==> config.mk <==
export PLATFORM = sky130hd
export DESIGN_NAME = online_digit_converter
export DESIGN_NICKNAME = d
export VERILOG_FILES = /design/src/rtl/online_digit_converter.sv
export SDC_FILE = /design/constraint.sdc
export NUM_CORES = 1
export LEC_CHECK = 0
export ABC_AREA = 1
export BUFFER_PORTS_ARGS = -buffer_cell sky130_fd_sc_hd__buf_2
export CAP_MARGIN = 20
export CELL_PAD_IN_SITES_DETAIL_PLACEMENT = 1
export CELL_PAD_IN_SITES_GLOBAL_PLACEMENT = 1
export CORE_MARGIN = 8
export CORE_UTILIZATION = 25
export DETAILED_ROUTE_END_ITERATION = 8
export MAX_ROUTING_LAYER = met4
export PLACE_DENSITY_LB_ADDON = 0.2
export SYNTH_ARGS = -nofsm -noshare
export SYNTH_HDL_FRONTEND = slang
export SYNTH_SLANG_ARGS = --single-unit
==> constraint.sdc <==
create_clock -name clk -period 1.9 [get_ports clk]
set_input_delay 0.19 -clock clk [delete_from_list [all_inputs] [get_ports clk]]
set_output_delay 0.19 -clock clk [all_outputs]
set_load 0.005 [all_outputs]
==> src/rtl/online_digit_converter.sv <==
// online_digit_converter
// On-the-fly conversion of an MSD-first radix-4 signed-digit stream
// (digit set {-2..2}) into a two's-complement word, without any
// carry-propagate adder. Two words are kept: q_r and qm_r = q_r - 1.
// Each new digit appends two bits to one of them.
// Short frames are zero-padded to N digits. The result leaves through a
// valid/ready handshake.
// Optional feature macro: OTF_DIGIT_CHECK_EN. When it is defined, an
// invalid digit code sets a sticky error flag, reported on out_err.
module online_digit_converter #(
  parameter int N = 8
) (
  input  logic             clk,
  input  logic             rst_n,
  input  logic             in_valid,
  input  logic [2:0]       in_digit,
  input  logic             in_last,
  output logic             in_ready,
  output logic             out_valid,
  input  logic             out_ready,
  output logic [2*N:0]     out_q,
  output logic             out_err
);

  localparam int DW = 2 * N + 1;
  localparam int CW = $clog2(N + 1);
  localparam logic [CW-1:0] N_C = CW'(N);

  typedef enum logic [1:0] {
    IDLE = 2'd0,
    ACC  = 2'd1,
    PAD  = 2'd2,
    DONE = 2'd3
  } state_t;

  state_t          state_r, state_n;
  logic [DW-1:0]   q_r, q_n, qm_r, qm_n;
  logic [CW-1:0]   cnt_r, cnt_n, cnt_inc_s;
  logic            out_valid_r;
  logic [2:0]      dig_s;
  logic [DW-1:0]   q_shift_s, qm_shift_s;

  // Map any code outside {-2..2} to digit 0 so it converts harmlessly.
  function automatic logic [2:0] sanitize(input logic [2:0] d);
    logic [2:0] r;
    case (d)
      3'b000, 3'b001, 3'b010, 3'b111, 3'b110: r = d;
      default:                                r = 3'b000;
    endcase
    return r;
  endfunction

`ifdef OTF_DIGIT_CHECK_EN
  logic err_r, err_n;

  // A code is invalid when sanitizing would change it.
  function automatic logic digit_invalid(input logic [2:0] d);
    return (sanitize(d) != d);
  endfunction
`endif

  assign cnt_inc_s = cnt_r + CW'(1);

  // Select the digit being appended: zero while padding, else the input digit.
  always_comb begin
    dig_s = 3'b000;
    if (state_r == PAD) begin
      dig_s = 3'b000;
    end else begin
      dig_s = sanitize(in_digit);
    end
  end

  // Append the digit to q_r or qm_r.
  // The low two bits are d mod 4 for q and (d-1) mod 4 for qm.
  always_comb begin
    q_shift_s  = {q_r[DW-3:0], dig_s[1:0]};
    qm_shift_s = {qm_r[DW-3:0], dig_s[1:0] - 2'd1};
    if (dig_s[2]) begin
      q_shift_s = {qm_r[DW-3:0], dig_s[1:0]};
    end else begin
      q_shift_s = {q_r[DW-3:0], dig_s[1:0]};
    end
    if (!dig_s[2] && (dig_s[1:0] != 2'd0)) begin
      qm_shift_s = {q_r[DW-3:0], dig_s[1:0] - 2'd1};
    end else begin
      qm_shift_s = {qm_r[DW-3:0], dig_s[1:0] - 2'd1};
    end
  end

  // Next-state logic: accept digits, pad short frames, and hand over the result.
  always_comb begin
    state_n = state_r;
    q_n     = q_r;
    qm_n    = qm_r;
    cnt_n   = cnt_r;
`ifdef OTF_DIGIT_CHECK_EN
    err_n   = err_r;
`endif
    case (state_r)
      IDLE, ACC: begin
        if (in_valid) begin
          q_n   = q_shift_s;
          qm_n  = qm_shift_s;
          cnt_n = cnt_inc_s;
`ifdef OTF_DIGIT_CHECK_EN
          err_n = err_r | digit_invalid(in_digit);
`endif
          if (cnt_inc_s == N_C) begin
            state_n = DONE;
          end else if (in_last) begin
            state_n = PAD;
          end else begin
            state_n = ACC;
          end
        end else begin
          state_n = state_r;
        end
      end
      PAD: begin
        q_n   = q_shift_s;
        qm_n  = qm_shift_s;
        cnt_n = cnt_inc_s;
        if (cnt_inc_s == N_C) begin
          state_n = DONE;
        end else begin
          state_n = PAD;
        end
      end
      DONE: begin
        if (out_ready) begin
          state_n = IDLE;
          q_n     = '0;
          qm_n    = '1;
          cnt_n   = '0;
`ifdef OTF_DIGIT_CHECK_EN
          err_n   = 1'b0;
`endif
        end else begin
          state_n = DONE;
        end
      end
      default: begin
        state_n = IDLE;
      end
    endcase
  end

  // State and datapath registers; out_valid is registered off the next state.
  always_ff @(posedge clk or negedge rst_n) begin
    if (!rst_n) begin
      state_r     <= IDLE;
      q_r         <= '0;
      qm_r        <= '1;
      cnt_r       <= '0;
      out_valid_r <= 1'b0;
`ifdef OTF_DIGIT_CHECK_EN
      err_r       <= 1'b0;
`endif
    end else begin
      state_r     <= state_n;
      q_r         <= q_n;
      qm_r        <= qm_n;
      cnt_r       <= cnt_n;
      out_valid_r <= (state_n == DONE);
`ifdef OTF_DIGIT_CHECK_EN
      err_r       <= err_n;
`endif
    end
  end

  assign in_ready  = (state_r == IDLE) || (state_r == ACC);
  assign out_valid = out_valid_r;
  assign out_q     = q_r;
`ifdef OTF_DIGIT_CHECK_EN
  assign out_err   = err_r;
`else
  assign out_err   = 1'b0;
`endif

endmodule

-- After elaboration in Yosys (flattened, before gate mapping)
Index checks and enable logic that the tools add are counted.
- input port bits: 8
- flip-flop bits (word level): 39
- word-level logic and storage cells: 46
- output and inout port bits: 20
- multiplexer cells: 19
- add/sub/neg operators: 2
- reductions and logical operators: 9
- equal/unequal tests: 11
- operators by type and width (cell ; count):
    $mux W17 ; 3
    $pmux W17 S3 ; 1
    $mux W15 ; 3
    $pmux W15 S3 ; 1
    $pmux W4 S3 ; 1
    $mux W2 ; 4
    $mux W4 ; 2
    $eq A2 B2 Y1 const B ; 3
    $eq A3 B3 Y1 const B ; 2
    $mux W3 ; 2
    $pmux W2 S3 ; 1
    $reduce_or A5 Y1 ; 1
    $add A4 B1 Y4 const B ; 1
    $eq A4 B4 Y1 const B ; 1
    $ne A2 B2 Y1 const B ; 2
    $eq A3 B1 Y1 const B ; 1
    $eq A3 B2 Y1 const B ; 1
    $logic_not A3 Y1 ; 1
    $eq A2 B1 Y1 const B ; 1
    $logic_not A2 Y1 ; 1
    $reduce_and A2 Y1 ; 1
    $reduce_bool A2 Y1 ; 1
    $reduce_or A2 Y1 ; 1
    $sub A2 B1 Y2 const B ; 1
    other kinds (4) ; 4

-- Depth between registers and ports, before layout
- word-level depth: 9
- depth in mapped cells: 12
- gate-level depth less buffers: 11

-- Least setup slack after synthesis
Ideal clock, no wire load.
- path kind: flip-flop to flip-flop
- start: register state_r[1]
- end: register qm_r[10]
- cell stages (with the launch flop): 11
- period minus slack after synthesis: 1.487 ns
- setup time: 0.076 ns
- slack: 0.413 ns
- path buffers: 1
- required time: 1.824 ns
- data arrival time: 1.411 ns
- path through: dfrtp_1 nand2_2 nand3_1 ha_1 inv_1 nand2_4 buf_6 nand2_1 o21ai_1 o21ai_1 inv_1
- word-level cells in the longest chain between the ends: 7
- elaborated cells on any way between the ends: 15
- classes of those cells: eq/ne (5); mux (4); reduce/logical (6)
- ends and longest elaborated chain (item ; line ; source):
    from (decl) ; 36 ; state_t state_r, state_n;
    from (signal assigned) ; 161 ; state_r <= state_n;
    $eq A2 B2 Y1 ; 67, 100 ;
    $mux W3 ; 67 ; if (state_r == PAD) begin
    $reduce_bool A2 Y1 / $logic_not A1 Y1 (equally long branches) ; 84 ; if (!dig_s[2] && (dig_s[1:0] != 2'd0)) begin
    $logic_and A1 B1 Y1 ; 84 ;
    $mux W15 ; 84 ;
    $mux W15 ; 102 ; if (in_valid) begin
    $pmux W15 S3 ; 100 ; case (state_r)
    to (signal assigned) ; 163 ; qm_r <= qm_n;
    to (decl) ; 37 ; logic [DW-1:0] q_r, q_n, qm_r, qm_n;
Several ways; a longest one is shown, not always the timed one. The select of a mux whose other input is x is not followed.
A chain may end at the register's enable or synchronous reset.

-- Worst setup path after layout
- start: register state_r[0]
- end: register qm_r[3]
The elaborated chain is that of the path after synthesis.

==> results.py <==
metrics = {
    "global_route": {
        "gr-usage-all-layers_pct": 10.6,
        "overflow": 0,
        "grt_first_pass_wirelength_mm": 9.36,
        "grt_start_max_net_pins": 26,
        "via_count_of_the_first_global_routing_pass": 1887,
        "antenna_found_initial": 0,
    },
    "run": {
        "max_cap_viol_count": 0,
    },
    "timing": {
        "finalSetupTns_ns": 0,
        "final.period_utilization_pct": 87.9,
        "min_period_ns": 1.67,
        "final.setup.worst_slack_ns": 0.229,
        "final_hold_viol_count": 0,
        "rsz0062_at_grt": "false",
        "final-max-slew-violation-count": 0,
        "fin_worst_skew_ns": 0.00690,
        "setup_viol": 0,
        "fmax_ghz": 0.598,
    },
    "floorplan": {
        "floorplan.rows": 32,
        "pin_count": 28,
        "die_width_um": 105,
        "die_area_mm2": 0.0111,
        "initial_core_util_pct": 25.8,
        "die_y_um": 105,
        "floorplan.core_area_mm2": 0.00773,
    },
    "outcome": {
        "outcome": "finished clean",
    },
    "placed_design": {
        "placement.cell_area_mm2": 0.00222,
        "dp_cells": 375,
        "dp_worst_setup_slack_ns": 0.0854,
        "routability_driven_placement_congestion_ratio": 0.688,
        "io_buffer_count": 26,
        "place.detailed.hpwl_mm": 3.66,
    },
    "worst_setup_path": {
        "cp.arrival_ns": 1.90,
        "path_max_fanout": 25,
        "worst-endpoint-required_ns": 2.12,
        "worstSetupStartpointType": "flip-flop",
        "timing.critical_path.to_type": "flip-flop",
        "crit_type": "reg2reg",
    },
    "clock_network": {
        "path_clk_slew_ns": 0.08,
        "clock-sinks": 39,
        "clock_tree.buffer_depth": 2,
        "postCtsSetupBuffers": 0,
        "cts-buffers-inserted": 5,
        "h-tree-depth": 2,
        "worst_skew_pair.late_latency_ns": 0.30,
        "tritoncts": "yes",
        "root_buffer": "clkbuf_8",
    },
    "min_path": {
        "timing.hold.worst.class": "in2reg",
    },
    "power": {
        "power_density_mw_per_mm2": 1730,
        "p_leak_uw": 0.00123,
        "vdd_drop_max_v": 0.000603,
    },
    "final_layout": {
        "finalNonFillerCells": 384,
        "fill_cells": 934,
        "antenna_cells_inserted": 0,
        "sequential_cell_area_um2": 995,
        "post-route-cell-area_mm2": 0.00236,
        "layout.cells.most_common": "nand2_1",
        "final_core_util_pct": 30.5,
        "nNetsFinal": 291,
        "flow.area_growth_from_synthesis_pct": 18.1,
        "final_cell_mix": "nand2_1, inv_1, o21ai_0",
        "multiInputGateArea_um2": 733,
        "final_layout_size_suffix_gt1_share_pct": 22.3,
    },
    "route": {
        "met2_length_mm": 2.38,
        "drt_iter0_drcs": 49,
        "postRouteWirelength_mm": 5.18,
        "routedLengthMet1_mm": 2.53,
        "drt-wirelength-per-cell_um": 13.5,
        "topRoutingLayerUsed": "met4",
        "drc": 0,
        "wl_met3_um": 198,
        "drt_pre_antenna_iters": 4,
        "route.vias.total": 1678,
        "route.antenna.remaining_nets": 0,
        "viasPerCell": 4.37,
    },
    "yosys": {
        "synth_area_leader_cell": "dfrtp_1",
        "synth_top_cells_by_area": "dfrtp_1, dfstp_2, o21ai_0",
        "yosys.cell_types.count": 25,
        "avgSynthCellArea_um2": 7.92,
        "syn-instance-count": 252,
        "synth_nets": 262,
        "synth_warnings": 0,
        "seq_area_frac_synth_pct": 49.8,
        "synthesis.area_mm2": 0.00200,
        "synth_seq_cells": 39,
        "share_of_yosys_cell_area_claimed_by_the_top_area_cell_type_pct": 30.1,
    },
}
## critical path, cell delays in order, from the launching register on
cell     delay (ns)
dfrtp_1        0.38
inv_1          0.08
nand2_2        0.13
nand3_1        0.13
ha_1           0.23
inv_1          0.15
nand2_8        0.14
nand2_1        0.09
o21ai_0        0.07
o21ai_0        0.16
inv_1          0.05
## kinds of logic after synthesis
| group | share of synthesized area (%) |
|---|---|
| AOI/OAI and AO/OA | 19.9 |
| adders and majority gates | 1.25 |
| other | 0.188 |
| DFF | 49.8 |
| and+or+nand+nor | 15.0 |
| buffers and inverters | 13.9 |
## state kept, by name, summed over array words and instances, names as in the netlist
signal,count
out_q,17
out_valid,1
qm_r,15
cnt_r,4
state_r,2
## per-stage QoR
stage	power [uW]	hold slack, ns
final	4070	0.213
after detailed placement	3390	0.150
after CTS	4150	0.207
after global placement	3360	0.149
after floorplan	2800	-0.106
after global routing	4530	0.254
## power by group
part	switching (uW)	total [uW]	internal (uW)
combinational	1100	1750	646
clock	308	733	425
sequential	246	1590	1340
total	1650	4070	2420
## final timing paths
| kind | from | to | slack [ns] | cells past startpoint |
|---|---|---|---|---|
| max | state_r[0] | qm_r[3] | 0.23 | 10 |
| min in group asynchronous | rst_n | out_q[10] | 0.34 | 2 |
| min | in_digit[0] | qm_r[0] | 0.21 | 4 |
| max reg2reg | state_r[0] | qm_r[3] | 0.23 | 10 |
| max in group asynchronous | rst_n | qm_r[0] | 0.96 | 3 |
| min reg2reg | qm_r[0] | qm_r[0] | 0.48 | 2 |
## what timing repair did
action | in CTS | in global routing
setup endpoints to repair | 0 | 1
gates resized for setup | 0 | 1
endpoints found under the hold margin | 9 | 0
hold buffers | 1 | 0
## routing by layer
layer | vias up | GRT usage (%)
met5 | - | -
met4 | 0 | 3.36
met3 | 8 | 2.74
met2 | 27 | 16.6
met1 | 795 | 13.0
li1 | 848 | -
## cell usage after synthesis (all sizes together)
library cell and count:
nand4 1, inv 52, conb 1, buf 10, dfstp 15, dfrtp 24
nor2 5, o21ai 51, a22oi 1, o22ai 5, clkinv 1, clkbuf 1
a21oi 16, ha 2, a22o 1, nand3 7, o21a 1, a31oi 1
nand2 57
## final cells by class
cell class	count	area share, %
Clock inverter	2	1.49
Multi-Input combinational cell	149	31.1
Tap cell	102	5.41
Inverter	53	8.44
Clock buffer	6	3.50
Timing Repair Buffer	33	7.86
Sequential cell	39	42.2
Note: power is estimated with default switching activity, not from simulation.
